--- config.mk ---
export PLATFORM = sky130hd
export DESIGN_NAME = accum_load_dispatch
export DESIGN_NICKNAME = d
export VERILOG_FILES = /design/src/rtl/accum_pkg.sv /design/src/rtl/accum_fifo.sv /design/src/rtl/accum_load_dispatch.sv
export SDC_FILE = /design/constraint.sdc
export NUM_CORES = 1
export LEC_CHECK = 0
export BUFFER_PORTS_ARGS = -buffer_cell sky130_fd_sc_hd__buf_2
export CAP_MARGIN = 20
export CORE_MARGIN = 1
export CORE_UTILIZATION = 49
export CTS_BUF_LIST = sky130_fd_sc_hd__clkbuf_8
export DETAILED_ROUTE_END_ITERATION = 8
export PLACE_DENSITY = 0.75
export SLEW_MARGIN = 20
export SYNTH_ARGS = -nofsm -noshare
export SYNTH_HDL_FRONTEND = slang
export SYNTH_SLANG_ARGS = --single-unit
--- constraint.sdc ---
create_clock -name proc_clk -period 5 [get_ports proc_clk]
set_input_delay 0.5 -clock proc_clk [delete_from_list [all_inputs] [get_ports proc_clk]]
set_output_delay 0.5 -clock proc_clk [all_outputs]
set_load 0.01 [all_outputs]
--- src/rtl/accum_pkg.sv ---
// Shared constants, offer-state encoding and round-robin lane selection
// for the accumulator load dispatcher.
package accum_pkg;

  localparam int DATA_W      = 32;
  localparam int NUM_LANES   = 4;
  localparam int TOTAL_WORDS = 1024;
  localparam int CNT_W       = 11;
  localparam int LANE_W      = (NUM_LANES > 1) ? $clog2(NUM_LANES) : 1;

  typedef enum logic {
    ST_IDLE  = 1'b0,
    ST_OFFER = 1'b1
  } offer_state_t;

  // First set bit of rdy found scanning upward from ptr, wrapping; one-hot result.
  function automatic logic [NUM_LANES-1:0] rr_select(
    input logic [NUM_LANES-1:0] rdy,
    input logic [LANE_W-1:0]    ptr
  );
    logic [NUM_LANES-1:0] sel;
    logic                 found;
    int                   idx;
    sel   = '0;
    found = 1'b0;
    for (int k = 0; k < NUM_LANES; k++) begin
      idx = (int'(ptr) + k) % NUM_LANES;
      if (!found && rdy[idx]) begin
        sel[idx] = 1'b1;
        found    = 1'b1;
      end
    end
    return sel;
  endfunction

endpackage

--- src/rtl/accum_fifo.sv ---
// Synchronous FIFO with extra-MSB pointers; head word is visible
// combinationally so the dispatcher can capture it on the pop edge.
module accum_fifo #(
  parameter int DATA_W = 32,
  parameter int DEPTH  = 16
) (
  input  logic              proc_clk,
  input  logic              reset,
  input  logic              push,
  input  logic [DATA_W-1:0] wr_data,
  input  logic              pop,
  output logic [DATA_W-1:0] head,
  output logic              full,
  output logic              empty
);
  import accum_pkg::*;

  localparam int AW = $clog2(DEPTH);

  logic [AW:0]       wr_ptr;
  logic [AW:0]       rd_ptr;
  logic [DATA_W-1:0] mem [DEPTH];
  logic              do_push;
  logic              do_pop;

  assign full    = (wr_ptr[AW] != rd_ptr[AW]) && (wr_ptr[AW-1:0] == rd_ptr[AW-1:0]);
  assign empty   = (wr_ptr == rd_ptr);
  assign do_push = push && !full;
  assign do_pop  = pop && !empty;
  assign head    = mem[rd_ptr[AW-1:0]];

  always_ff @(posedge proc_clk or negedge reset) begin
    if (!reset) begin
      wr_ptr <= '0;
      rd_ptr <= '0;
    end else begin
      if (do_push) wr_ptr <= wr_ptr + 1'b1;
      if (do_pop)  rd_ptr <= rd_ptr + 1'b1;
    end
  end

  // Storage carries data only; pointers alone define validity.
  always_ff @(posedge proc_clk) begin
    if (do_push) mem[wr_ptr[AW-1:0]] <= wr_data;
  end

endmodule

--- src/rtl/accum_load_dispatch.sv ---
// Buffers synchronized load words and deals them round-robin to the
// processor lanes, counting the batch and flagging completion/overflow.
module accum_load_dispatch #(
  parameter int DATA_W      = accum_pkg::DATA_W,
  parameter int NUM_LANES   = accum_pkg::NUM_LANES,
  parameter int DEPTH       = 16,
  parameter int TOTAL_WORDS = accum_pkg::TOTAL_WORDS,
  parameter int CNT_W       = accum_pkg::CNT_W
) (
  input  logic                 proc_clk,
  input  logic                 reset,
  input  logic                 in_valid,
  input  logic [DATA_W-1:0]    in_data,
  output logic                 in_ready,
  output logic [NUM_LANES-1:0] lane_valid,
  output logic [DATA_W-1:0]    lane_data,
  input  logic [NUM_LANES-1:0] lane_ready,
  output logic [CNT_W-1:0]     words_accepted,
  output logic [CNT_W-1:0]     words_dispatched,
  output logic                 done,
  output logic                 overflow
);
  import accum_pkg::*;

  localparam logic [CNT_W-1:0] TOTAL_C = CNT_W'(TOTAL_WORDS);
  localparam logic [CNT_W-1:0] LAST_C  = CNT_W'(TOTAL_WORDS - 1);

  logic                 fifo_full;
  logic                 fifo_empty;
  logic [DATA_W-1:0]    fifo_head;
  logic                 push;
  logic                 load;
  logic                 hs;
  logic [LANE_W-1:0]    hs_idx;
  logic [LANE_W-1:0]    rr_q;
  logic [LANE_W-1:0]    rr_base;
  logic [NUM_LANES-1:0] target;
  offer_state_t         state_q;
  offer_state_t         state_d;

  assign in_ready = !fifo_full && (words_accepted < TOTAL_C);
  assign push     = in_valid && in_ready;

  accum_fifo #(
    .DATA_W (DATA_W),
    .DEPTH  (DEPTH)
  ) u_fifo (
    .proc_clk (proc_clk),
    .reset    (reset),
    .push     (push),
    .wr_data  (in_data),
    .pop      (load),
    .head     (fifo_head),
    .full     (fifo_full),
    .empty    (fifo_empty)
  );

  // A reload after a handshake must scan from the lane after the one just
  // served, otherwise a continuously ready lane would starve the others.
  always_comb begin
    hs_idx = '0;
    for (int i = 0; i < NUM_LANES; i++) begin
      if (lane_valid[i]) hs_idx = LANE_W'(i);
    end
    hs      = (state_q == ST_OFFER) && |(lane_valid & lane_ready);
    rr_base = hs ? LANE_W'((int'(hs_idx) + 1) % NUM_LANES) : rr_q;
    target  = rr_select(lane_ready, rr_base);
    load    = !fifo_empty && |lane_ready && ((state_q == ST_IDLE) || hs);
  end

  always_comb begin
    state_d = state_q;
    unique case (state_q)
      ST_IDLE:  if (load) state_d = ST_OFFER;
      ST_OFFER: if (hs && !load) state_d = ST_IDLE;
      default:  state_d = ST_IDLE;
    endcase
  end

  always_ff @(posedge proc_clk or negedge reset) begin
    if (!reset) state_q <= ST_IDLE;
    else        state_q <= state_d;
  end

  // Offer register: held stable until its own lane accepts it.
  always_ff @(posedge proc_clk or negedge reset) begin
    if (!reset) begin
      lane_valid <= '0;
      lane_data  <= '0;
      rr_q       <= '0;
    end else begin
      if (hs) rr_q <= rr_base;
      if (load) begin
        lane_valid <= target;
        lane_data  <= fifo_head;
      end else if (hs) begin
        lane_valid <= '0;
      end
    end
  end

  always_ff @(posedge proc_clk or negedge reset) begin
    if (!reset) begin
      words_accepted   <= '0;
      words_dispatched <= '0;
      done             <= 1'b0;
      overflow         <= 1'b0;
    end else begin
      if (push && (words_accepted != TOTAL_C))
        words_accepted <= words_accepted + CNT_W'(1);
      if (hs && (words_dispatched != TOTAL_C))
        words_dispatched <= words_dispatched + CNT_W'(1);
      if (hs && (words_dispatched == LAST_C))
        done <= 1'b1;
      if (in_valid && !in_ready)
        overflow <= 1'b1;
    end
  end

endmodule

## Word level (Yosys, flattened, before mapping)

Memories as Yosys holds them, arrays and structs flattened. A register that Yosys moved wholly into a read port is not among the register bits.
Index checks and enable logic that the tools add are counted.

| operators by class | value |
|---|---|
| bitwise operators | 8 |
| reduce and logical (&&, ||, !) cells | 35 |
| multiplexer cells | 37 |
| add/sub/neg operators | 8 |
| $lt $le $gt $ge | 9 |
| equal/unequal tests | 6 |

Operator list:

| operator | number |
|---|---|
| two-way mux 4 bit | 6 |
| adder 11 x 1 -> 11 bit, second input constant | 2 |
| != test 11 bit, second input constant | 2 |
| logical AND 1 bit | 20 |
| two-way mux 1 bit | 19 |
| less-than comparator 3 x 4 -> 1 bit, second input constant | 3 |
| bitwise OR 4 bit | 3 |
| == test 11 x 10 -> 1 bit, second input constant | 1 |
| less-than comparator 11 bit, second input constant | 1 |
| adder 5 x 1 -> 5 bit, second input constant | 2 |
| greater-or-equal comparator 3 x 1 -> 1 bit, second input constant | 3 |
| binary-select mux 1 bit (select 2 bit) | 4 |
| demux 1 bit (select 2 bit) | 4 |
| logical NOT 1 bit | 8 |
| OR reduction 4 bit | 2 |
| two-way mux 2 bit | 3 |
| OR reduction 2 bit | 3 |
| == test 5 bit | 1 |
| adder 2 x 1 -> 2 bit, second input constant | 2 |
| adder 2 bit, second input constant | 2 |
| bitwise AND 4 bit | 1 |
| == test 4 bit | 1 |
| bitwise AND 1 bit, first input constant | 3 |
| less-than comparator 2 x 3 -> 1 bit, second input constant | 1 |
| 6 further kinds | 6 |

| storage, ports and cells | value |
|---|---|
| logic and storage cells | 113 |
| register bits after elaboration | 41 |
| bits of input ports | 39 |
| bits in writable memories | 512 |
| output and inout port bits | 61 |
| memories kept | 1 |

Memory list:

| memory | words | width | read ports | clocked after Yosys merged registers in | write ports | line | RTL |
|---|---|---|---|---|---|---|---|
| u_fifo.mem | 16 | 32 | 1 | 1 | 1 | accum_fifo.sv:22 | `logic [DATA_W-1:0] mem [DEPTH];` |

## Logic depth before layout (Yosys ltp)

Gate-level depths: netlist of run 1.

| logic depth | value |
|---|---|
| depth in word-level cells | 20 |
| gate-level depth with buffers | 8 |
| gate-level depth less buffers | 6 |

## Modules after synthesis

Synthesis of run 1 repeated with hierarchy kept, for this count alone.

| second synthesis, totals | value |
|---|---|
| cells, all modules | 1084 |
| area, all modules | 22749.3 µm² |

Modules (own cells, without submodules):

| module | sequential area each (µm²) | cells an instance | times used | area an instance (µm²) |
|---|---|---|---|---|
| accum_fifo | 15625.0 | 862 | 1 | 19867.8 |
| accum_load_dispatch | 1576.5 | 222 | 1 | 2881.5 |

## Worst setup path after synthesis of run 1

No wires, ideal clock.

| timing path | value |
|---|---|
| kind | register to register |
| start | register u_fifo.wr_ptr[2] |
| end | memory u_fifo.mem[3][0], enable pin |
| period minus slack after synthesis | 4093 ps |
| data arrival time | 3632 ps |
| path slack | 907 ps |
| setup time | 461 ps |
| data required time | 4539 ps |
| path buffers | 2 |
| stages on the path, launching flop included | 8 |
| path through | dfrtp_1 clkbuf_1 xor2_1 nor4_2 a211oi_2 buf_2 nand2_1 nor3_1 |

| on the way | value |
|---|---|
| word-level cells in the longest chain between the ends | 8 |

RTL lines:

| item | line | RTL |
|---|---|---|
| start: declaration | accum_fifo.sv:20 | `logic [AW:0] wr_ptr;` |
| start signal: assignment | accum_fifo.sv:37 | `if (do_push) wr_ptr <= wr_ptr + 1'b1;` |
| == test 4 bit | accum_fifo.sv:26 | `assign full = (wr_ptr[AW] != rd_ptr[AW]) && (wr_ptr[AW-1:0] == rd_ptr[AW-1:0]);` |
| logical AND 1 bit | accum_fifo.sv:26 |  |
| logical NOT 1 bit | accum_fifo.sv:28, accum_load_dispatch.sv:41 |  |
| logical AND 1 bit | accum_load_dispatch.sv:41 | `assign in_ready = !fifo_full && (words_accepted < TOTAL_C);` |
| logical AND 1 bit | accum_load_dispatch.sv:42 | `assign push = in_valid && in_ready;` |
| logical AND 1 bit | accum_fifo.sv:28 | `assign do_push = push && !full;` |
| two-way mux 1 bit | accum_fifo.sv:44 | `if (do_push) mem[wr_ptr[AW-1:0]] <= wr_data;` |
| two-way mux 1 bit (implied by the code) | accum_fifo.sv:44 |  |
| end: declaration | accum_fifo.sv:22 |  |

Parallel ways exist; a longest one is shown, timed or not.

## Worst setup path after layout of run 1

| timing path | value |
|---|---|
| start | register u_fifo.rd_ptr[3] |
| end | memory u_fifo.mem[15][5], enable pin |

| on the way | value |
|---|---|
| word-level cells in the longest chain between the ends | 8 |

RTL lines:

| item | line | RTL |
|---|---|---|
| start: declaration | accum_fifo.sv:21 | `logic [AW:0] rd_ptr;` |
| start signal: assignment | accum_fifo.sv:38 | `if (do_pop) rd_ptr <= rd_ptr + 1'b1;` |
| == test 4 bit * | accum_fifo.sv:26 |  |
| logical AND 1 bit * | accum_fifo.sv:26 |  |
| logical NOT 1 bit * | accum_fifo.sv:28, accum_load_dispatch.sv:41 |  |
| logical AND 1 bit | accum_load_dispatch.sv:41 |  |
| logical AND 1 bit | accum_load_dispatch.sv:42 |  |
| logical AND 1 bit * | accum_fifo.sv:28 |  |
| two-way mux 1 bit * | accum_fifo.sv:44 |  |
| two-way mux 1 bit (implied by the code) * | accum_fifo.sv:44 |  |

Mark *: on every way between the ends. The rest lies on a longest branch, timed or not.

==> summary.md, run 1 <==
| Metric | Value |
|---|---|
| Outcome | finished, final reports clean |
| Register cell area after layout | about 17000 um2 |
| Launch instance of the worst register-to-register path | u_fifo.rd_ptr[3] |
| Post-CTS resize count | 0 |
| Aggregate global routing overflow | 0 |
| Parity-gate share of the synthesized area counting xor and xnor cells | around 1.2% |
| Starting utilization of the core area | 49.90% |
| Layout area overhead | 12.58% |
| Minimum hold slack | approximately 0.15 ns |
| Post-route setup slack | around 1.6 ns |
| Biggest cell delay along the critical path | roughly 1.1 ns |
| Endpoint required time on the critical path | between 5 and 6 ns |
| Detail Route Antenna Nets | 0 |
| Fraction of layout instances using a drive strength above 1 | between 30% and 40% |
| Clock tree from TritonCTS | done |
| Detailed-route DRC error count | 0 |
| Standard cell with the maximum stage delay on the critical path | sky130_fd_sc_hd__and3_2 |
| Post-route cell area | approximately 26000 um2 |
| Synth Area in Adders | less than 1% |
| Post-synthesis cell count | about 1.1k |
| # IOs | 100 |
| Inserted Clock Buffers | between 80 and 90 |
| Area used by multi-input combinational logic | ~5200 um2 |
| Clock latency on the worst-skew pair | roughly 0.66 ns |
| Number of enable-type register cells in the synthesized netlist | between 500 and 600 |
| Count of different cell masters after synthesis | 53 |
| Number of sinks driven by the clock tree | ~590 |
| Post-synth design cell area | between 20000 and 25000 um2 |
| Leading cell type in the layout, fill and taps excluded | sky130_fd_sc_hd__edfxtp_1 |
| Row count | 78 |
| Slew headroom | between 20% and 30% |
| Number of synthesized register bits | about 590 |
| Average wire per standard cell | approximately 26 um |
| Cell type group with the largest total delay on the critical path | simple AND/OR/NAND/NOR gates |
| Count of port buffers added during placement | between 90 and 100 |
| Post-synthesis compound-gate area fraction | 2.073% |
| Main combinational cell family by area after synthesis | multiplexers |
| Setup repair after global routing missed its margin | no |
| Synthesized area per cell | 21.57 um2 |
| Max Freq | 0.2917 GHz |
| Overall fraction of global-route tracks in use | between 20% and 30% |
| Finish-stage setup viols | 0 |
| Number of global-route vias before repair | ~12k |
| Buffers inserted by post-CTS timing repair | 0 |
| Number of vias per cell after detailed routing | between 5 and 6 |
| Met2 wirelength from detailed routing | ~22 mm |
| Worst min-delay path class | in2reg |
| Wire length on met3 | around 4.6 mm |
| Max clock buf depth | 3 |
| CTS root buf | sky130_fd_sc_hd__clkbuf_8 |
| Worst-path clk slew | around 0.060 ns |
| Buf+Inv Stages, Crit Path | 1 |
| Total number of vias | 11.18k |
| Kind of end point of the critical path | flip-flop |
| Number of search-and-repair iterations in the first detailed-routing pass | 5 |
| Post-placement worst setup slack | 1.580 ns |
| H-Tree Depth | 3 |
| Final antenna diode count | 0 |
| Worst reg2reg setup slack | 1.57 ns |
| Final cycle utilization of the critical path | 68.56% |
| Post-synthesis sequential area ratio | 75.81% |
| Final hold violation count | 0 |
| Final number of max-transition violations | 0 |
| Multiplexer share of the synthesized area | between 10% and 20% |
| Lkg Pwr | around 8.7 nW |
| Post-synthesis share of cell area spent on and, or, nand and nor gates | 2.465% |
| Number of synthesis warnings | 0 |
| Initial DRC count | 1373 |
| Power per unit of standard cell area | 569.1 nW/um2 |
| Wire length of the first global-routing pass | about 73 mm |
| Horiz. Die Dim | between 200 and 250 um |
| Crit path time final | approximately 3.4 ns |
| Post-Synthesis Net Count | around 1.1k |
| Height of the die | approximately 220 um |
| Primary flip-flop cell chosen by synthesis mapping | sky130_fd_sc_hd__edfxtp_1 |
| Max-cap violation count | 0 |
| Critical Path, Cell by Cell | buf_4, xor2_1, nor4_2, a211oi_2, and3_2 |
| Worst setup startpoint | u_fifo.rd_ptr[3] |
| VDD IR max | 343.7 uV |
| Fraction of registers with async set or reset after synthesis | 12.48% |
| Total wire length after detailed routing | between 40 and 50 mm |
| Worst Path Max Fanout | 43 |
| Final net count | around 1.2k |
| Startpoint of the tightest hold check path | in_valid |
| Clock skew | roughly 0.040 ns |
| Uppermost signal routing layer after detailed routing | met4 |
| Crit Path Class | reg2reg |
| Transition time of the tightest slew-check pin | ~1.1 ns |
| Most used cells in the layout excluding fill and tap cells | sky130_fd_sc_hd__edfxtp_1, sky130_fd_sc_hd__mux4_2, sky130_fd_sc_hd__clkbuf_8 |
| Number of fill cells | between 3k and 4k |
| Routed length on met1 | approximately 21 mm |
| Antenna violations before repair | 2 |
| Cts hold-fix bufs | 1 |
| Startpoint Class | flip-flop |
| Setup total negative slack | 0 ns |
| Overall die area | ~47000 um2 |
| Dpl hpwl | 28.37 mm |
| Largest net degree at the start of global routing | 83 |
| Data arrival, critical path | between 3 and 4 ns |
| Core footprint | 45480 um2 |
| Area after detailed placement | approximately 24000 um2 |
| Weighted congestion at the end of routability-driven global placement | between 0.8 and 0.9 |
[worst min-delay path, stage by stage]
cell,delay (ns)
sky130_fd_sc_hd__buf_2,0.08
sky130_fd_sc_hd__inv_1,0.07
sky130_fd_sc_hd__o21bai_1,0.13
[stage by stage]
| step | utilization [%] | std cells | power, mW |
|---|---|---|---|
| floorplan | - | 1052 | 9.525 |
| global placement | 52.37 | 1709 | 10.81 |
| detailed placement | 52.37 | 1709 | 10.90 |
| CTS | 56.17 | 1869 | 14.64 |
| global route | 56.17 | 1869 | 15.20 |
| finish | 56.17 | 1869 | 14.54 |
[cells in the mapped netlist, types with 11 or more instances]
cell,instances,area share [%]
sky130_fd_sc_hd__mux4_2,146,14
sky130_fd_sc_hd__clkbuf_1,24,0.40
sky130_fd_sc_hd__dfrtp_1,73,8.1
sky130_fd_sc_hd__buf_2,14,0.31
sky130_fd_sc_hd__nand2_1,28,0.46
sky130_fd_sc_hd__nand4_1,12,0.33
sky130_fd_sc_hd__inv_1,16,0.26
sky130_fd_sc_hd__nor2_1,11,0.18
sky130_fd_sc_hd__edfxtp_1,512,68
sky130_fd_sc_hd__xnor2_1,23,0.89
sky130_fd_sc_hd__mux2_2,34,1.7
sky130_fd_sc_hd__and3_1,18,0.50
[registers in the layout (all words and copies together), names as in the netlist]
name	count
done	1
lane_data	32
lane_valid	4
overflow	1
rr_q	2
state_q	1
u_fifo.mem	512
u_fifo.rd_ptr	5
u_fifo.wr_ptr	5
words_accepted	11
words_dispatched	11
[per-layer routing]
metal	up-vias	track usage, %
met5	-	0
met4	0	5.822
met3	51	5.143
met2	606	31.41
met1	5881	32.08
li1	4646	-
[report_power, final]
part           leakage (nW)  switching (mW)  internal (mW)
Clock                 0.996            1.79           1.98
Combinational          2.19            2.28           2.03
Sequential             5.50           0.438           6.04
Total                  8.69            4.50           10.0
[area by class of cell]
class                   count  share of cell area, %
repair buffers            111                  2.361
well taps                 600                  2.939
inverters                  16                 0.2351
multi-input cells         398                  20.38
flip-flops and latches    585                  67.37
clock inverters            53                  1.004
clock buffers             106                  5.711
[path summary, 6_finish.rpt]
check,to,depth (start not counted)
min in group asynchronous,lane_data[10],2
setup / recovery,u_fifo.mem[15][5],5
setup reg to reg,u_fifo.mem[15][5],5
max in group asynchronous,u_fifo.rd_ptr[0],3
hold reg to reg,overflow,1
hold / removal,overflow,3
[cell families (layout without fill, tap and decap cells)]
kind of cell,Yosys count,after routing
compound gates,65,65
xor+xnor,32,32
fa+ha+maj,9,9
buf+inv,69,286
flops,585,585
mux,187,187
simple gates,105,105
No activity file was read; power rests on OpenSTA's default activity.
==> run 2, diff against run 1 <==
ABC_AREA = 1   (was not set)
PLACE_DENSITY = 0.77   (was 0.75)
clock period = 2.85 ns   (was 5 ns; I/O delays follow)
==> summary.md, run 2 <==
| Metric | Value |
|---|---|
| Number of vias per cell after detailed routing | between 5 and 6 |
| Kind of end point of the critical path | flip-flop |
| Setup repair after global routing missed its margin | no |
| Outcome | finished, final reports clean |
| Buf+Inv Stages, Crit Path | 1 |
| Count of different cell masters after synthesis | 37 |
| Initial DRC count | 2093 |
| Biggest cell delay along the critical path | 0.78 ns |
| Overall fraction of global-route tracks in use | approximately 23% |
| Dpl hpwl | between 30 and 40 mm |
| Number of global-route vias before repair | between 15k and 20k |
| Post-synth design cell area | 23490 um2 |
| Lkg Pwr | around 9.7 nW |
| Antenna violations before repair | 1 |
| VDD IR max | approximately 330 uV |
| Most used cells in the layout excluding fill and tap cells | sky130_fd_sc_hd__edfxtp_1, sky130_fd_sc_hd__nor2_1, sky130_fd_sc_hd__o21ai_0 |
| Number of synthesis warnings | 0 |
| Startpoint of the tightest hold check path | in_data[27] |
| Launch instance of the worst register-to-register path | u_fifo.rd_ptr[0] |
| Count of port buffers added during placement | 99 |
| Area leader, netlist | sky130_fd_sc_hd__edfxtp_1 |
| Endpoint required time on the critical path | 3.39 ns |
| Layout area overhead | 14.70% |
| Switch share | a little over a fifth |
| Internal power of the cells | approximately 13 mW |
| Overall die area | slightly below 50000 um2 |
| Minimum hold slack | ~0.031 ns |
| Max-cap violation count | 0 |
| Switch Pwr | approximately 3.4 mW |
| Post-synthesis cell count | approximately 1.8k |
| Critical Path, Cell by Cell | xor2_1, nor4_2, nand2_1, nand3b_4, inv_2, nand4_1, xor2_1 |
| Height of the die | 220.9 um |
| Aggregate global routing overflow | 0 |
| Final cycle utilization of the critical path | a little over four fifths |
| Total wire length after detailed routing | between 50 and 60 mm |
| Final net count | roughly 2.0k |
| Average wire per standard cell | approximately 21 um |
| Max Freq | 0.4207 GHz |
| Number of search-and-repair iterations in the first detailed-routing pass | 5 |
| Transition time of the tightest slew-check pin | about 1.1 ns |
| Number of sinks driven by the clock tree | 585 |
| Total number of vias | about 16k |
| Synthesized area per cell | between 10 and 15 um2 |
| Cell type group with the largest total delay on the critical path | buffers and inverters |
| Synth top cells by count | sky130_fd_sc_hd__edfxtp_1, sky130_fd_sc_hd__nor2_1, sky130_fd_sc_hd__o21ai_0, sky130_fd_sc_hd__nand2_1, sky130_fd_sc_hd__o221ai_1 |
| Dominant cell by count in the synthesized netlist | sky130_fd_sc_hd__edfxtp_1 |
| Standard cell with the maximum stage delay on the critical path | sky130_fd_sc_hd__inv_2 |
| Starting utilization of the core area | 50.03% |
| Post-CTS resize count | 0 |
| Leading cell type in the layout, fill and taps excluded | sky130_fd_sc_hd__edfxtp_1 |
| Cell types with the largest area share after synthesis | sky130_fd_sc_hd__edfxtp_1, sky130_fd_sc_hd__dfrtp_1, sky130_fd_sc_hd__o21ai_0 |
| Finish-stage setup viols | 0 |
| Portion of synthesized cell area occupied by the leading cell type | ~65% |
| Final number of max-transition violations | 0 |
| Clock skew | around 0.038 ns |
| Post-Synthesis Net Count | around 1.9k |
| Detailed-route DRC error count | 0 |
| # IOs | 100 |
| Clock share of power | about two fifths |
| Slew headroom | between 20% and 30% |
| Logic pwr share | 1.5% |
| Most repeated library cell on the critical path | sky130_fd_sc_hd__xor2_1 |
| Primary flip-flop cell chosen by synthesis mapping | sky130_fd_sc_hd__edfxtp_1 |
| Part of the power in registers | between 50% and 60% |
| Largest net degree at the start of global routing | 172 |
| Data arrival, critical path | 2.92 ns |
| Clock tree from TritonCTS | done |
| Worst-path clk slew | 0.06 ns |
| Number of synthesized register bits | ~590 |
| Startpoint Class | flip-flop |
| Crit path time final | between 2 and 2.5 ns |
| Clock latency on the worst-skew pair | about 0.7 ns |
| Fraction of layout instances using a drive strength above 1 | 15.60% |
| Weighted congestion at the end of routability-driven global placement | around 0.83 |
| Inserted Clock Buffers | 93 |
| Worst setup startpoint | u_fifo.rd_ptr[0] |
| Max FFs per register | 512 |
| Post-synthesis sequential area ratio | between 70% and 80% |
| Wire length of the first global-routing pass | 88.00 mm |
| Row count | 79 |
| Detail Route Antenna Nets | 0 |
| CTS root buf | sky130_fd_sc_hd__clkbuf_8 |
| Number of enable-type register cells in the synthesized netlist | slightly above 500 |
| Worst min-delay path class | in2reg |
| Final core utilization | 57.38% |
| Max clock buf depth | 3 |
| H-Tree Depth | 3 |
| Core footprint | ~47000 um2 |
| Worst Path Max Fanout | between 40 and 50 |
| Horiz. Die Dim | between 200 and 250 um |
| Crit Path Class | reg2reg |
| Power per unit of standard cell area | just over 600 nW/um2 |
| Fraction of registers with async set or reset after synthesis | 12.48% |
| Final hold violation count | 0 |
## run 2: final timing paths
kind / to / slack (ns) / cells past startpoint
worst max-delay path: u_fifo.rd_ptr[3] / 0.47 / 7
worst min-delay path: u_fifo.mem[5][27] / 0.03 / 1
worst max register to register: u_fifo.rd_ptr[3] / 0.47 / 7
worst min register to register: done / 0.48 / 1
max in group asynchronous: lane_data[3] / 1.91 / 3
min in group asynchronous: words_dispatched[10] / 0.26 / 2
## run 2: final cells by class
cell class	instances	area (um2)
diodes	1	2.502
clock buffers	102	1404
clock inverters	71	366.6
fillers	3593	20010
inverters	47	181.4
multi-input cells	1089	5708
flip-flops and latches	585	17210
well taps	607	759.5
repair buffers	176	1309
## run 2: per-layer routing
layer / wire length, um / track usage [%] / vias up / part of all wire, %
met5: 0 / 0 / - / 0
met4: 1295 / 8.482 / 0 / 2.3
met2: 27380 / 37.69 / 832 / 48
met1: 22780 / 31.09 / 7846 / 40
li1: - / - / 7068 / -
met3: 5200 / 4.515 / 91 / 9.2
## run 2: through the flow
step | TNS (ns) | instances | setup WS [ns] | area, um2 | power [mW]
after floorplan | -89.73 | 1835 | -0.1885 | 23490 | 9.550
after global placement | 0 | 2476 | 0.5449 | 24890 | 9.709
after detailed placement | 0 | 2476 | 0.5203 | 24890 | 9.722
after CTS | 0 | 2677 | 0.4392 | 26940 | 16.41
after global routing | 0 | 2678 | 0.3280 | 26940 | 16.78
final | 0 | 2678 | 0.4729 | 26940 | 16.31
## run 2: cell families (layout without fill, tap and decap cells)
group                    count (synthesis)  in the layout  synth area share [%]
buffers and inverters                  161            396                 2.962
flip-flops                             585            585                 73.24
XOR/XNOR                                32             32                 1.193
AND/OR/NAND/NOR                        589            589                 10.58
adder cells (fa/ha/maj)                  9              9                0.4794
other                                    0              1                     0
AO/OA/AOI/OAI                          459            459                 11.54
## run 2: timing repair
item / CTS / global route
setup buffers: 0 / 0
hold buffers: 28 / 0
endpoints found under the hold margin: 386 / 0
## run 2: power by group through the flow
stage	sequential [mW]	clock (mW)	combinational, mW
2_1_floorplan	9.51	0	0.0401
3_3_place_gp	9.50	0	0.205
3_5_place_dp	9.51	0	0.217
4_1_cts	9.33	6.83	0.250
5_1_grt	9.32	7.18	0.275
6_report	9.33	6.73	0.250
